File: config.mk
export PLATFORM = sky130hd
export DESIGN_NAME = ace_decode_ctrl
export DESIGN_NICKNAME = d
export VERILOG_FILES = /design/src/rtl/ace_decode_pkg.sv /design/src/rtl/ace_slot_consume.sv /design/src/rtl/ace_decode_ctrl.sv
export SDC_FILE = /design/constraint.sdc
export NUM_CORES = 1
export LEC_CHECK = 0
export ABC_CLOCK_PERIOD_IN_PS = 3000
export CORE_AREA = 2 2 186 279
export CTS_CLUSTER_SIZE = 20
export DETAILED_ROUTE_END_ITERATION = 7
export DIE_AREA = 0 0 188 281
export PLACE_DENSITY = 0.67
export SYNTH_ARGS = -nofsm -noshare
export SYNTH_HDL_FRONTEND = slang
export SYNTH_SLANG_ARGS = --single-unit
File: constraint.sdc
create_clock -name clk -period 3 [get_ports clk]
set_input_delay 0.45 -clock clk [delete_from_list [all_inputs] [get_ports clk]]
set_output_delay 0.45 -clock clk [all_outputs]
set_load 0.01 [all_outputs]
File: src/rtl/ace_decode_pkg.sv
// -----------------------------------------------------------------------------
// ace_decode_pkg
// Shared definitions for the 4-wide decode-stage controller:
//   - slot count and default instruction / PC widths
//   - bundle struct (4 instructions, per-slot mask, bundle PC)
//   - derived occupancy state {EMPTY, ACTIVE, FULL} used for checks and debug
// No ports (package).
// -----------------------------------------------------------------------------
package ace_decode_pkg;

   localparam int ACE_DEC_SLOTS    = 4;
   localparam int SIZE_AFTER_FETCH = 31;
   localparam int ACE_INST_W       = SIZE_AFTER_FETCH + 1;
   localparam int ACE_PC_W         = 64;

   // Bundle at default widths; the controller re-declares it with its own
   // parameter values so non-default widths stay consistent.
   typedef struct packed {
      logic [ACE_DEC_SLOTS-1:0][ACE_INST_W-1:0] inst;
      logic [ACE_DEC_SLOTS-1:0]                 mask;
      logic [ACE_PC_W-1:0]                      pc;
   } ace_bundle_t;

   // Occupancy is not stored anywhere; it is recomputed from P and S.
   typedef enum logic [1:0] {
      ACE_EMPTY  = 2'd0,
      ACE_ACTIVE = 2'd1,
      ACE_FULL   = 2'd2
   } ace_dec_state_e;

   function automatic ace_dec_state_e ace_state_of(input logic p_nonempty,
                                                   input logic s_valid);
      if (s_valid)         return ACE_FULL;
      else if (p_nonempty) return ACE_ACTIVE;
      else                 return ACE_EMPTY;
   endfunction

endpackage

File: src/rtl/ace_slot_consume.sv
// -----------------------------------------------------------------------------
// ace_slot_consume
// Combinational in-order retirement of decode slots: clears the `count`
// lowest-index set bits of `mask`. If `count` exceeds the number of set bits
// every set bit is cleared and `overflow` is raised.
// Ports:
//   mask      in  [3:0]  valid slots currently held
//   count     in  [2:0]  slots consumed this cycle (0..4)
//   next_mask out [3:0]  mask after consumption
//   overflow  out        count larger than popcount(mask)
// -----------------------------------------------------------------------------
module ace_slot_consume
   import ace_decode_pkg::*;
(
   input  logic [ACE_DEC_SLOTS-1:0] mask,
   input  logic [2:0]               count,
   output logic [ACE_DEC_SLOTS-1:0] next_mask,
   output logic                     overflow
);

   // w_rank counts the valid slots older than the one being examined, so a
   // valid slot retires exactly when fewer than `count` older slots exist.
   logic [2:0] w_rank;

   always_comb begin
      w_rank    = '0;
      next_mask = mask;
      for (int i = 0; i < ACE_DEC_SLOTS; i++) begin
         if (mask[i]) begin
            if (w_rank < count) begin
               next_mask[i] = 1'b0;
            end
            w_rank = w_rank + 3'd1;
         end
      end
      overflow = (count > w_rank);
   end

endmodule

File: src/rtl/ace_decode_ctrl.sv
// -----------------------------------------------------------------------------
// ace_decode_ctrl
// Decode-stage pipeline controller. Holds the primary bundle P that drives the
// four slot decoders and a one-deep skid bundle S so fetch_ready can come
// straight from a flop. Slots retire in program order as issue consumes them.
// Ports:
//   clk             in   core clock
//   reset_n         in   asynchronous active-low reset
//   flush           in   discard P and S (and any bundle accepted this cycle)
//   fetch_valid     in   fetch presents a bundle
//   fetch_ready     out  controller can accept a bundle (registered)
//   fetch_inst0..3  in   bundle slots, slot 0 oldest
//   fetch_mask      in   per-slot valid of the fetch bundle
//   fetch_pc        in   bundle PC
//   dec_inst0..3    out  registered slots to decoders D0..D3
//   dec_mask        out  valid slots still awaiting issue
//   dec_pc          out  PC of the held bundle
//   issue_count     in   slots consumed this cycle (0..4)
//   dec_stall       out  valid slots held but nothing issued (combinational)
//   issue_err       out  sticky: issue_count exceeded the valid slots
// -----------------------------------------------------------------------------
module ace_decode_ctrl
   import ace_decode_pkg::*;
#(
   parameter int INST_W = SIZE_AFTER_FETCH + 1,
   parameter int PC_W   = 64
)
(
   input  logic              clk,
   input  logic              reset_n,
   input  logic              flush,
   input  logic              fetch_valid,
   output logic              fetch_ready,
   input  logic [INST_W-1:0] fetch_inst0,
   input  logic [INST_W-1:0] fetch_inst1,
   input  logic [INST_W-1:0] fetch_inst2,
   input  logic [INST_W-1:0] fetch_inst3,
   input  logic [3:0]        fetch_mask,
   input  logic [PC_W-1:0]   fetch_pc,
   output logic [INST_W-1:0] dec_inst0,
   output logic [INST_W-1:0] dec_inst1,
   output logic [INST_W-1:0] dec_inst2,
   output logic [INST_W-1:0] dec_inst3,
   output logic [3:0]        dec_mask,
   output logic [PC_W-1:0]   dec_pc,
   input  logic [2:0]        issue_count,
   output logic              dec_stall,
   output logic              issue_err
);

   typedef struct packed {
      logic [ACE_DEC_SLOTS-1:0][INST_W-1:0] inst;
      logic [ACE_DEC_SLOTS-1:0]             mask;
      logic [PC_W-1:0]                      pc;
   } bundle_t;

   bundle_t r_p, r_p_next;
   bundle_t r_s, r_s_next;
   logic    r_s_valid, r_s_valid_next;
   logic    r_fetch_ready;
   logic    r_issue_err, r_issue_err_next;

   bundle_t                               w_fetch;
   logic [ACE_DEC_SLOTS-1:0][INST_W-1:0]  w_fetch_inst;
   logic [ACE_DEC_SLOTS-1:0][INST_W-1:0]  w_dec_inst;
   logic [ACE_DEC_SLOTS-1:0]              w_p_cons_mask;
   logic                                  w_overflow;
   logic                                  w_accept;
   logic                                  w_load;
   logic                                  w_p_drained;
   ace_dec_state_e                        w_state;

   // ------------------------------------------------------------------------
   // Slot packing between the flat ports and the bundle arrays
   // ------------------------------------------------------------------------
   assign w_fetch_inst = {fetch_inst3, fetch_inst2, fetch_inst1, fetch_inst0};
   assign w_fetch      = '{inst: w_fetch_inst, mask: fetch_mask, pc: fetch_pc};

   generate
      for (genvar gi = 0; gi < ACE_DEC_SLOTS; gi++) begin : g_dec_slot
         assign w_dec_inst[gi] = r_p.inst[gi];
      end
   endgenerate

   assign dec_inst0 = w_dec_inst[0];
   assign dec_inst1 = w_dec_inst[1];
   assign dec_inst2 = w_dec_inst[2];
   assign dec_inst3 = w_dec_inst[3];
   assign dec_mask  = r_p.mask;
   assign dec_pc    = r_p.pc;

   // ------------------------------------------------------------------------
   // In-order consumption of P
   // ------------------------------------------------------------------------
   ace_slot_consume u_consume (
      .mask      (r_p.mask),
      .count     (issue_count),
      .next_mask (w_p_cons_mask),
      .overflow  (w_overflow)
   );

   assign w_accept    = fetch_valid && r_fetch_ready;
   // An all-empty bundle is accepted (handshake completes) but never stored.
   assign w_load      = w_accept && (fetch_mask != '0);
   assign w_p_drained = (w_p_cons_mask == '0);
   assign dec_stall   = (r_p.mask != '0) && (issue_count == 3'd0);
   assign fetch_ready = r_fetch_ready;
   assign issue_err   = r_issue_err;
   assign w_state     = ace_state_of(r_p.mask != '0, r_s_valid);

   // ------------------------------------------------------------------------
   // P/S update priority mux
   // ------------------------------------------------------------------------
   always_comb begin
      r_p_next       = r_p;
      r_p_next.mask  = w_p_cons_mask;
      r_s_next       = r_s;
      r_s_valid_next = r_s_valid;

      if (flush) begin
         r_p_next.mask  = '0;
         r_s_valid_next = 1'b0;
      end else if (w_p_drained && r_s_valid) begin
         // fetch_ready is low whenever S is valid, so no accept can collide.
         r_p_next       = r_s;
         r_s_valid_next = 1'b0;
      end else if (w_p_drained && w_load) begin
         r_p_next = w_fetch;
      end else if (w_load) begin
         r_s_next       = w_fetch;
         r_s_valid_next = 1'b1;
      end

      // Overflow in a flush cycle is ignored: the slots are being discarded.
      r_issue_err_next = r_issue_err | (w_overflow & ~flush);
   end

   always_ff @(posedge clk or negedge reset_n) begin
      if (!reset_n) begin
         r_p           <= '0;
         r_s           <= '0;
         r_s_valid     <= 1'b0;
         r_fetch_ready <= 1'b1;
         r_issue_err   <= 1'b0;
      end else begin
         r_p           <= r_p_next;
         r_s           <= r_s_next;
         r_s_valid     <= r_s_valid_next;
         r_fetch_ready <= ~r_s_valid_next;
         r_issue_err   <= r_issue_err_next;
      end
   end

   // A skid bundle is only ever parked behind a non-empty primary bundle.
   a_full_implies_p: assert property (@(posedge clk) disable iff (!reset_n)
      (w_state != ACE_FULL) || (r_p.mask != '0));

endmodule

After elaboration in Yosys (flattened, before gate mapping)
Cells that the tools add are included.
{"block": "word_totals", "ff_bits": 395, "output_inout_bits": 199}
{"block": "op_classes", "add_sub_neg": 3, "magnitude_cmp": 5, "n_mux": 19, "n_bitwise": 6, "reduce_logical": 12}
{"op": "2-to-1 mux 196 bit", "count": 2}
{"op": "2-to-1 mux 1 bit", "count": 13}
{"op": "2-to-1 mux 3 bit", "count": 3}
{"op": "nonzero test 4 bit", "count": 2}
{"op": "adder 3 x 1 -> 3 bit (second input constant)", "count": 2}
{"op": "less-than comparator 3 bit", "count": 2}
{"op": "logical AND 1 bit", "count": 5}
{"op": "zero test 4 bit", "count": 1}
{"op": "2-to-1 mux 4 bit", "count": 1}
{"op": "NOT 1 bit", "count": 4}
{"op": "AND reduction 4 bit", "count": 1}
{"op": "greater-than comparator 3 bit", "count": 1}
{"op": "zero test 3 bit", "count": 1}
{"op": "less-than comparator 1 x 3 -> 1 bit", "count": 1}
{"op": "less-than comparator 1 x 3 -> 1 bit (first input constant)", "count": 1}
{"op": "adder 1 x 1 -> 2 bit (second input constant)", "count": 1}
{"op": "AND reduction 2 bit", "count": 1}
{"op": "nonzero test 2 bit", "count": 1}
{"op": "bitwise AND 1 bit", "count": 1}
{"op": "OR 1 bit", "count": 1}

Logic depth before layout (Yosys ltp)
Gate-level depths: netlist (run 1).
{"block": "logic_depth", "ltp_word": 14, "mapped_depth": 12}

Cells and area by module
Synthesis (run 1) repeated with hierarchy kept, for this count alone.
{"block": "unflattened", "hier_cells": 1136, "hier_area_um2": 16215.6}
{"module": "ace_decode_ctrl", "instances": 1, "cells_per_inst": 1100, "area_each_um2": 15915.3, "seq_area_each_um2": 9885.7}
{"module": "ace_slot_consume", "instances": 1, "cells_per_inst": 36, "area_each_um2": 300.3, "seq_area_each_um2": 0.0}

Worst setup path before layout (run 1)
Ideal clock, no wire load.
{"block": "synth_timing", "path_type": "flip-flop to flip-flop", "start": "reg r_p, in the netlist dec_mask[0]", "end": "reg r_s[122] (netlist bit)", "setup_ns": 0.125, "t_arrival_ns": 3.066, "required_time_ns": 2.875, "path_slack_ns": -0.191, "path_stages_with_launch": 13, "path_buffers": 3, "path_cell_list": "dfrtp_1 inv_1 ha_1 and3_1 ha_1 or3b_1 o221a_2 a211oi_2 or3_1 buf_2 buf_6 buf_6 mux2_4"}
{"block": "synth_via", "elab_chain_len": 12}
{"element": "start, declared", "line": "ace_decode_ctrl.sv:57", "source": "bundle_t r_p, r_p_next;"}
{"element": "start signal, assigned", "line": "ace_decode_ctrl.sv:146", "source": "r_p <= r_p_next;"}
{"element": "2-to-1 mux 1 bit", "line": "ace_slot_consume.sv:29", "source": "if (mask[i]) begin"}
{"element": "adder 1 x 1 -> 2 bit", "line": "ace_slot_consume.sv:33", "source": "w_rank = w_rank + 3'd1;"}
{"element": "2-to-1 mux 3 bit", "line": "ace_slot_consume.sv:29"}
{"element": "adder 3 x 1 -> 3 bit", "line": "ace_slot_consume.sv:33"}
{"element": "2-to-1 mux 3 bit", "line": "ace_slot_consume.sv:29"}
{"element": "less-than comparator 3 bit", "line": "ace_slot_consume.sv:30", "source": "if (w_rank < count) begin"}
{"element": "2-to-1 mux 1 bit", "line": "ace_slot_consume.sv:30"}
{"element": "2-to-1 mux 1 bit", "line": "ace_slot_consume.sv:29"}
{"element": "zero test 4 bit *", "line": "ace_decode_ctrl.sv:105", "source": "assign w_p_drained = (w_p_cons_mask == '0);"}
{"element": "logical AND 1 bit, on equally long branches", "line": "ace_decode_ctrl.sv:127, ace_decode_ctrl.sv:123"}
{"element": "NOT 1 bit (no line)"}
{"element": "AND reduction 4 bit (no line) *"}
{"element": "end signal, assigned", "line": "ace_decode_ctrl.sv:147", "source": "r_s <= r_s_next;"}
{"element": "end, declared", "line": "ace_decode_ctrl.sv:58", "source": "bundle_t r_s, r_s_next;"}
Mark *: on every way between the ends. The rest lies on a longest branch, timed or not.
A chain may end at the register's enable or synchronous reset.

Final worst setup path (run 1)
{"block": "layout_timing", "start": "reg r_p, in the netlist dec_mask[1]", "end": "reg r_p, in the netlist dec_inst0[26]"}
{"block": "layout_via", "elab_chain_len": 10}
{"element": "2-to-1 mux 3 bit", "line": "ace_slot_consume.sv:29"}
{"element": "adder 3 x 1 -> 3 bit", "line": "ace_slot_consume.sv:33"}
{"element": "2-to-1 mux 3 bit", "line": "ace_slot_consume.sv:29"}
{"element": "less-than comparator 3 bit", "line": "ace_slot_consume.sv:30"}
{"element": "2-to-1 mux 1 bit", "line": "ace_slot_consume.sv:30"}
{"element": "2-to-1 mux 1 bit", "line": "ace_slot_consume.sv:29"}
{"element": "zero test 4 bit *", "line": "ace_decode_ctrl.sv:105"}
{"element": "logical AND 1 bit, on equally long branches", "line": "ace_decode_ctrl.sv:123, ace_decode_ctrl.sv:127"}
{"element": "nonzero test 2 bit (no line)"}
{"element": "AND reduction 2 bit (no line)"}
Marks and branches as above.

==> results of run 1 <==
report_power, final:
part | leakage [nW] | internal (W) | switching, W
clock network | 0.663 | 0.00315 | 0.00212
registers | 5.09 | 0.00663 | 0.000763
logic | 5.81 | 0.00252 | 0.00128
total | 11.6 | 0.0123 | 0.00416
layout by cell type (no fill, tap or decap), types with 7 or more instances in the layout:
cell type / count
a22o_1: 192
buf_12: 17
buf_16: 7
buf_4: 45
clkbuf_1: 8
clkbuf_16: 46
clkdlybuf4s50_1: 400
dfrtp_1: 391
mux2_2: 246
mux2_4: 142
metrics by stage:
step	TNS [ps]	cell area, µm²	setup slack (ps)
2_1_floorplan	0	17600	0.504
3_3_place_gp	-24400	22500	-109
3_5_place_dp	-31520	22500	-144
4_1_cts	0	24100	3.53
5_1_grt	-4280	24400	-72.0
6_report	-18.7	24400	-9.93
logic make-up after synthesis:
logic type	Yosys count	synth area share
flops	395	0.567
mux	389	0.281
compound gates	209	0.105
buf+inv	94	0.0291
simple gates	25	0.00761
fa+ha+maj	11	0.00775
xor+xnor	4	0.00244
state kept, by name (all words and copies together), names as in the netlist:
| name | count |
|---|---|
| dec_inst3 | 32 |
| r_s_valid | 1 |
| r_s | 196 |
| fetch_ready | 1 |
| issue_err | 1 |
| dec_inst0 | 32 |
| dec_inst1 | 32 |
| dec_pc | 64 |
| dec_mask | 4 |
| dec_inst2 | 32 |
critical path, cell delays in order (launching register included):
cell and delay [ps]:
dfrtp_2 440, inv_2 90, ha_4 210, and3_4 160, ha_4 150, or3b_4 370, o221a_4 240, a211oi_4 170
buf_4 140, buf_4 140, nand2_4 110, buf_12 210, mux2_2 350
what timing repair did:
item                                   CTS  global route
hold buffers                             1             0
setup endpoints to repair              233           273
setup buffers                            7             9
resized for setup                       10             9
pin swaps                                3             2
endpoints found under the hold margin   53             0
cloned                                   3             6
cell usage after synthesis (all sizes together), types with 2 or more instances:
library cell	instances
nor3	3
nand2	2
buf	40
mux2	388
nor2	8
dfrtp	394
and3	3
ha	10
a2111oi	2
nand3	2
a311oi	5
clkbuf	46
a22o	192
inv	8
a21oi	3
nand2b	2
xor2	3
layout make-up:
| cell class | count | area [µm²] | area share |
|---|---|---|---|
| well taps | 669 | 837 | 0.0344 |
| clock inverters | 16 | 241 | 0.00991 |
| clock buffers | 54 | 1120 | 0.0462 |
| inverters | 8 | 30.0 | 0.00123 |
| multi-input cells | 638 | 7140 | 0.293 |
| diodes | 3 | 7.51 | 0.000308 |
| repair buffers | 480 | 5090 | 0.209 |
| flip-flops and latches | 395 | 9890 | 0.406 |
how the worst min path moves through the flow:
stage	cells past startpoint	start	slack (ps)	end
finish	1	issue_err$_DFF_PN0_	500	issue_err$_DFF_PN0_
global route	1	dec_inst3[16]$_DFFE_PN0P_	520	dec_inst3[16]$_DFFE_PN0P_
CTS	1	dec_inst2[22]$_DFFE_PN0P_	510	dec_inst2[22]$_DFFE_PN0P_
detailed placement	1	dec_inst2[22]$_DFFE_PN0P_	490	dec_inst2[22]$_DFFE_PN0P_
global placement	1	dec_inst1[7]$_DFFE_PN0P_	490	dec_inst1[7]$_DFFE_PN0P_
floorplan	0	reset_n	150	dec_inst0[0]$_DFFE_PN0P_
metal layers:
layer / GRT usage / vias to the layer above / wire length (µm) / share of wire
met3: 0.0511 / 59 / 3190 / 0.069
met1: 0.206 / 5895 / 18700 / 0.40
met2: 0.301 / 346 / 23500 / 0.51
li1: - / 5067 / - / -
met4: 0.0513 / 0 / 1040 / 0.022
met5: 0 / - / 0 / 0
==> metrics, run 1 <==
top cells by area, synth=dfrtp_1 57%, mux2_2 16%, mux2_4 12%; Layout Cells excl Fill=~2300; Crit Path Class=reg2reg; WHS=502 ps; Die Wd=188 µm; PD cells=676 mW/mm²; Syn Nets=roughly 1300; FF-to-FF End=dec_inst0[26]$_DFFE_PN0P_; Final period util=1.00; CTS max path bufs=3; Via Count=11367; # DRC=0; Setup crit end=dec_inst0[26]$_DFFE_PN0P_; violated checks=setup timing; grt ovf=0; achievable frequency=~0.33 GHz; #FFs+latches synth=395; via/cell ratio=5.02; FF-to-FF setup slack=-10 ps; I/O Buffers=401; WP data arrival=3430 ps; Netlist cell types=37; required time of the critical path=3420 ps; FF-to-FF Start=dec_mask[1]$_DFF_PN0_; post-DP HPWL=between 30000 and 40000 µm; Initial DRT Pass Iterations=4; min-delay worst type=reg2reg; startpoint types=flop; CTS Buf Count=39; top_reg_cell synth=dfrtp_1; CP Launch Point=dec_mask[1]$_DFF_PN0_; endpoints failing setup=3; Syn Std Cell Area=0.0174 mm²; crit-path max FO=60; vias in the first global route=12485; Routed Antenna Nets=0; relative slew slack=0.183; core area=0.0504 mm²; Syn Inst Count=1127; Least-Margin Pin Slew=1230 ps; layout cell share with drive strength beyond 1=0.346; initial antenna violation count=3; Starting Density=0.346; P_leak=11.6 nW; Final Hold Vio Count=0; # clock sinks=395; WL final=46400 µm; total power=between 0.015 and 0.02 W; Final min period=approximately 3000 ps; Synth Warn #=0; Fillers=4329; number of synthesized flops with an enable pin=0; Placer Congestion=0.764; Final Slew Violations=0; largest area contributor in the netlist=dfrtp_1; Critical Path Sink Type=flop; area grow syn2layout=39.7%; Final WS setup=-9.93 ps; # Max-Cap Violations=0; Placed Cells=2165; first-pass GRT wire length=72700 µm; Max Clock Skew=20.4 ps; die area=0.0528 mm²; Synth Area per Inst=approximately 15 µm²; worst-skew pair later-pin latency=roughly 550 ps; peak supply drop=0.570 mV; I/O pin count=402; Synth top area share=0.566; FP Rows=101; root buffer cell=clkbuf_16; ys async rst share=1.00; drt wl/cell=20.5 µm; final core occ=0.483; unrepaired setup endpoints after global routing=true; drt first-iter violations=396; H-tree depth=2; Seq/Total Area, Yosys=0.567; Die H=281 µm; status=finished, violations left; Post-layout nets=between 1500 and 2000; CTS tree=built; GR Util All Layers=0.173; R2R depth=12; clk slew on worst S/H paths=70 ps; largest net degree at the start of global routing=193
Power figures use the tool's default switching activity.
==> run 2, diff against run 1 <==
--- a/config.mk
+++ b/config.mk
@@ -6,10 +6,10 @@
 export NUM_CORES = 1
 export LEC_CHECK = 0
 export ABC_CLOCK_PERIOD_IN_PS = 3000
-export CORE_AREA = 2 2 186 279
+export CORE_AREA = 5 5 189 282
 export CTS_CLUSTER_SIZE = 20
 export DETAILED_ROUTE_END_ITERATION = 7
-export DIE_AREA = 0 0 188 281
+export DIE_AREA = 0 0 194 287
 export PLACE_DENSITY = 0.67
 export SYNTH_ARGS = -nofsm -noshare
 export SYNTH_HDL_FRONTEND = slang
==> metrics, run 2 (synthesized netlist as in run 1, its figures left out) <==
Post-layout nets=1789 (+0.79%); Placer Congestion=0.827 (+8.2%); Die H=287 µm (+2.1%); crit-path max FO=12 (-80%); layout cell share with drive strength beyond 1=0.351 (+0.00490); Largest Register=r_s; Final min period=2940 ps (-67.5 ps); clk slew on worst S/H paths=60 ps (about the same); hold depth=1 (unchanged); unrepaired setup endpoints after global routing=true; PD cells=670 mW/mm² (-0.86%); via/cell ratio=5.04 (+0.29%); hold endpoint=issue_err$_DFF_PN0_; root buffer cell=clkbuf_16; Final WS setup=57.6 ps (+67.5 ps); initial antenna violation count=0 (-3); grt ovf=0 (unchanged); Max Clock Skew=23.1 ps (+2.74 ps); Die Wd=194 µm (+3.2%); final core occ=0.484 (+0.00122); Crit Path Class=reg2reg; Least-Margin Pin Slew=1150 ps (-72.4 ps); GR Util All Layers=0.164 (-0.00874); core area=0.0504 mm² (unchanged); # DRC=0 (unchanged); min-delay worst type=reg2reg; FF-to-FF End=r_s[70]$_DFFE_PN0P_; Final Slew Violations=0 (unchanged); Final period util=0.981 (-0.0225); R2R depth=12 (unchanged); startpoint types=flop; WP data arrival=3350 ps (-80 ps); P_leak=11.6 nW (+0.65%); required time of the critical path=3410 ps (about the same); vias in the first global route=12750 (+2.1%); n_diodes=0 (-3); Critical Path Sink Type=flop; first-pass GRT wire length=74400 µm (+2.3%); post-DP HPWL=32400 µm (+5.0%); max FFs per register=196 (unchanged); I/O pin count=402 (unchanged); H-tree depth=2 (unchanged); cell family with most CP delay=simple AND/OR/NAND/NOR gates; Via Count=11445 (+0.69%); CTS Buf Count=41 (+5.1%); CTS max path bufs=3 (unchanged); die area=0.0557 mm² (+5.4%); hold_sp=issue_err$_DFF_PN0_; WL final=48600 µm (+4.7%); Final Hold Vio Count=0 (unchanged); most frequent cells in the layout=400 x clkdlybuf4s50_1, 391 x dfrtp_1, 243 x mux2_2; FP Rows=101 (unchanged); worst path cell trace=inv_2 -> ha_4 -> and3_4 -> ha_4 -> or3b_1 -> o221a_4 -> a211oi_4 -> or3_4 -> buf_4 -> buf_12 -> buf_12 -> mux2_4; relative slew slack=0.231 (+0.0483); CP Launch Point=dec_mask[1]$_DFF_PN0_; Routed Antenna Nets=0 (unchanged); achievable frequency=0.340 GHz (+2.3%); dpl ws=-112 ps (+31.7 ps); FF-to-FF setup slack=60 ps (+70 ps); CTS tree=built; peak supply drop=0.481 mV (-16%); # Max-Cap Violations=0 (unchanged); area grow syn2layout=40.1%; max incr delay on CP=440 ps (about the same); total power=0.0164 W (-0.61%); drt first-iter violations=306 (-23%); I/O Buffers=401 (unchanged); commonest non-fill, non-tap cell in the layout=clkdlybuf4s50_1; # clock sinks=395 (unchanged); CP max stage cell=dfrtp_2; Initial DRT Pass Iterations=4 (unchanged); worst-skew pair later-pin latency=540 ps (about the same); Buf+Inv Stages, Crit Path=4 (unchanged); FF-to-FF Start=dec_mask[1]$_DFF_PN0_; status=completed; endpoints failing setup=0 (-3); critical path depth=12 (unchanged); Starting Density=0.346 (unchanged); largest net degree at the start of global routing=193 (unchanged); drt wl/cell=21.4 µm (+4.3%)
-- run 2: cell count changes in the layout (fill, tap and decap cells not counted), moves of 2 or more --
cell / delta
buf_4: +9
clkbuf_16: +6
buf_16: -5
buf_12: +4
bufinv_16: -3
diode_2: -3
mux2_2: -3
mux2_4: +3
clkbuf_8: +2
-- run 2: per-stage QoR --
stage / cells / instance area (µm²) / hold WS (ps) / TNS [ps]
after floorplan: 1127 / 17600 / 154 / 0
after global placement: 2180 / 22700 / 462 / -15970
after detailed placement: 2180 / 22700 / 461 / -19020
after CTS: 2254 / 24000 / 469 / -11.2
after global routing: 2272 / 24400 / 501 / -394
final: 2272 / 24400 / 471 / 0
-- run 2: worst max path at each step --
stage / to / slack [ps]
2_1_floorplan: r_s[100]$_DFFE_PN0P_ / 0.5
3_3_place_gp: r_s[166]$_DFFE_PN0P_ / -120
3_5_place_dp: r_s[61]$_DFFE_PN0P_ / -110
4_1_cts: r_s[40]$_DFFE_PN0P_ / -8
5_1_grt: r_s[141]$_DFFE_PN0P_ / -20
6_report: r_s[70]$_DFFE_PN0P_ / 60
-- run 2: layout make-up --
cell class / instances / area (µm²)
clock buffer: 57 / 1200
clock inverter: 13 / 149
fill: 4291 / 26000
inverter: 8 / 30.0
multi-input combinational: 638 / 7140
sequential: 395 / 9890
tap: 669 / 837
timing repair buffer: 492 / 5180
-- run 2: timing repair --
action | CTS | global route
setup endpoints to repair | 63 | 359
gates cloned | 0 | 9
resized for setup | 3 | 14
hold buffers | 1 | 0
endpoints found under the hold margin | 55 | 0
pin swaps | 0 | 5
buffers inserted | 3 | 9
-- run 2: report_power, final --
group,leakage (nW),total [W],internal (W),switching (W)
logic,5.88,0.00381,0.00253,0.00128
clock network,0.663,0.00515,0.00304,0.00211
registers,5.09,0.00740,0.00663,0.000771
-- run 2: routing by layer --
| layer | vias to the layer above | routed length (µm) | part of all wire | GRT usage |
|---|---|---|---|---|
| met5 | - | 0 | 0 | 0 |
| met4 | 0 | 1090 | 0.022 | 0.0436 |
| met3 | 68 | 3040 | 0.062 | 0.0457 |
| met2 | 341 | 24800 | 0.51 | 0.288 |
| met1 | 5939 | 19700 | 0.41 | 0.199 |
| li1 | 5097 | - | - | - |
==> patch: new RTL, settings of run 1 <==
The parameter `PC_W` goes from 64 to 32.
--- a/src/rtl/ace_decode_ctrl.sv
+++ b/src/rtl/ace_decode_ctrl.sv
@@ -25,3 +25,3 @@
    parameter int INST_W = SIZE_AFTER_FETCH + 1,
-   parameter int PC_W   = 64
+   parameter int PC_W   = 32
 )
Ports: changed (resized dec_pc and fetch_pc); port bits go from 402 to 338. No check against the original RTL was run, so the function may have changed too.
==> patch against run 1 <==
  * Wire length is 8.5% lower
  * Utilization is 6.2 points lower
  * Cell count is 9.2% lower
  * Setup slack better by 0.026 ns
  * Sequential share of layout area is 1.6 points lower
  * Maximum frequency is 0.89% higher
  * Final area is 13% lower
  * Clock skew is 0.0082 ns lower
  * Largest cell class unchanged
  * Area after synthesis is 15% lower
  * Sequential cell count is 64 lower
  * Largest power group unchanged
  * Total power is 14% lower
  * Count of clock-buffer cells in the layout is 5 lower
==> patch: results (changes against run 1) <==
<table>
<tr><th>Metric</th><th>Value</th></tr>
<tr><th colspan="2">Status</th></tr>
<tr><td>Outcome</td><td>completed</td></tr>
<tr><th colspan="2">Clock network</th></tr>
<tr><td>CTS Sinks</td><td>331 (-16%)</td></tr>
<tr><td>Clock latency reported for the late side of the worst-skew pair</td><td>0.52 ns (-0.03 ns)</td></tr>
<tr><th colspan="2">Synthesis</th></tr>
<tr><td>Number of nets in the synthesized netlist</td><td>1132 (-16%)</td></tr>
<tr><td>Top post-synthesis cells by count</td><td>330 x dfrtp_1, 160 x a22o_1, 160 x mux2_4, 144 x mux2_2, 39 x clkbuf_1</td></tr>
<tr><td>Compound-Gate Fraction of Synth Area</td><td>10.45% (-0.021 points)</td></tr>
<tr><td>Top cells by area in the synthesized netlist</td><td>dfrtp_1 56%, mux2_4 16%, mux2_2 11%</td></tr>
<tr><td>Fraction of synthesized cell area in xor and xnor cells</td><td>0.2863% (+0.042 points)</td></tr>
<tr><td>Area fraction of the dominant cell type after synthesis</td><td>55.58% (-0.98 points)</td></tr>
<tr><th colspan="2">Critical path</th></tr>
<tr><td>CP peak stage delay</td><td>0.42 ns (-0.02 ns)</td></tr>
<tr><td>Arrival @ worst endpoint</td><td>3.39 ns (-0.04 ns)</td></tr>
<tr><td>Worst Reg-to-Reg Cells</td><td>13 (+1)</td></tr>
<tr><th colspan="2">Timing</th></tr>
<tr><td>Max-Slew Margin vs Limit</td><td>32.66% (+14 points)</td></tr>
<tr><td>Clock skew</td><td>0.01216 ns (-0.008246 ns)</td></tr>
<tr><th colspan="2">Route</th></tr>
<tr><td>Post-DR vias/cell</td><td>4.775 (-4.9%)</td></tr>
<tr><td>DRC violation total after the first TritonRoute iteration</td><td>298 (-25%)</td></tr>
<tr><td>First-pass detailed-route iteration total</td><td>5 (+1)</td></tr>
<tr><th colspan="2">Power and ir drop</th></tr>
<tr><td>Maximum vdd ir drop</td><td>0.0004298 V (-25%)</td></tr>
<tr><td>Leakage dissipation</td><td>10.16 nW (-12%)</td></tr>
<tr><th colspan="2">Cells and area</th></tr>
<tr><td>Largest register FFs</td><td>164 (-16%)</td></tr>
<tr><td>Final-layout fill cell count</td><td>4525 (+4.5%)</td></tr>
<tr><td>Number of nets in the layout</td><td>1535 (-14%)</td></tr>
<tr><th colspan="2">Place</th></tr>
<tr><td>Port Buffers</td><td>337 (-16%)</td></tr>
<tr><th colspan="2">Global route</th></tr>
<tr><td>Largest net degree at the start of global routing</td><td>86 (-55%)</td></tr>
<tr><td>First-pass GRT wire length</td><td>63430 µm (-13%)</td></tr>
<tr><td>Vias in the first global route</td><td>10850 (-13%)</td></tr>
</table>
## patch: cell count changes after synthesis, moves of 3 or more
cell,change
mux2_2,-104
dfrtp_1,-64
a22o_1,-32
mux2_1,+20
mux2_4,+20
buf_2,-11
clkbuf_1,-7
buf_6,+3
## patch: final timing paths
path / endpoint / from / slack, ns
min in group asynchronous: dec_inst0[8] / reset_n / 0.50
setup / recovery: r_s[23] / dec_mask[0] / 0.02
hold reg to reg: dec_inst3[20] / dec_inst3[20] / 0.49
setup reg to reg: r_s[23] / dec_mask[0] / 0.02
max in group asynchronous: r_s[46] / reset_n / 1.50
hold / removal: dec_inst3[20] / dec_inst3[20] / 0.49
## patch: through the flow
step / worst slack [ns] / power, mW / hold WS [ns] / util, % / cells
6_report: 0.01657 / 14.19 / 0.4902 / 42.14 / 2055
5_1_grt: -0.06134 / 14.84 / 0.5059 / 42.14 / 2055
4_1_cts: 0.00006795 / 14.30 / 0.4930 / 41.38 / 2031
3_5_place_dp: -0.1421 / 9.594 / 0.4784 / 38.58 / 1956
3_3_place_gp: -0.1794 / 9.470 / 0.4763 / 38.58 / 1956
2_1_floorplan: 0.01868 / 7.926 / 0.1544 / - / 951
## patch: logic make-up (layout without fill, tap and decap cells)
family | count (synthesis) | count (layout)
DFF | 331 | 331
muxes | 325 | 325
AOI/OAI and AO/OA | 177 | 177
buffers and inverters | 78 | 505
and+or+nand+nor | 25 | 26
adders and majority gates | 11 | 11
xor gates and xnor gates | 4 | 4
other | 0 | 7
## patch: repair_timing
action                                  CTS  global route
buffers inserted                         10            11
endpoints found under the setup margin  134           167
resized for setup                        13            19
hold buffers                              1             0
gates cloned                              1             7
hold endpoints to repair                 22             0
pin swaps                                 2             7
## patch: cell type report
type	instances	area share (%)
clock buffer	49	4.805
multi-input combinational	543	29.44
clock inverter	14	0.8596
tap	669	3.939
sequential	331	39.01
antenna	7	0.08243
timing repair buffer	434	21.72
inverter	8	0.1413
## patch: routing by layer
layer,GRT usage [%],share of wire [%]
met1,17.13,37
met2,27.08,52
met3,2.997,4.7
met4,9.207,5.4
met5,0,0.031
## patch: power breakdown
part / total [mW] / internal [mW] / switching [mW]
logic: 3.36 / 2.25 / 1.11
clock network: 4.60 / 2.73 / 1.86
registers: 6.24 / 5.55 / 0.681
total: 14.2 / 10.5 / 3.65
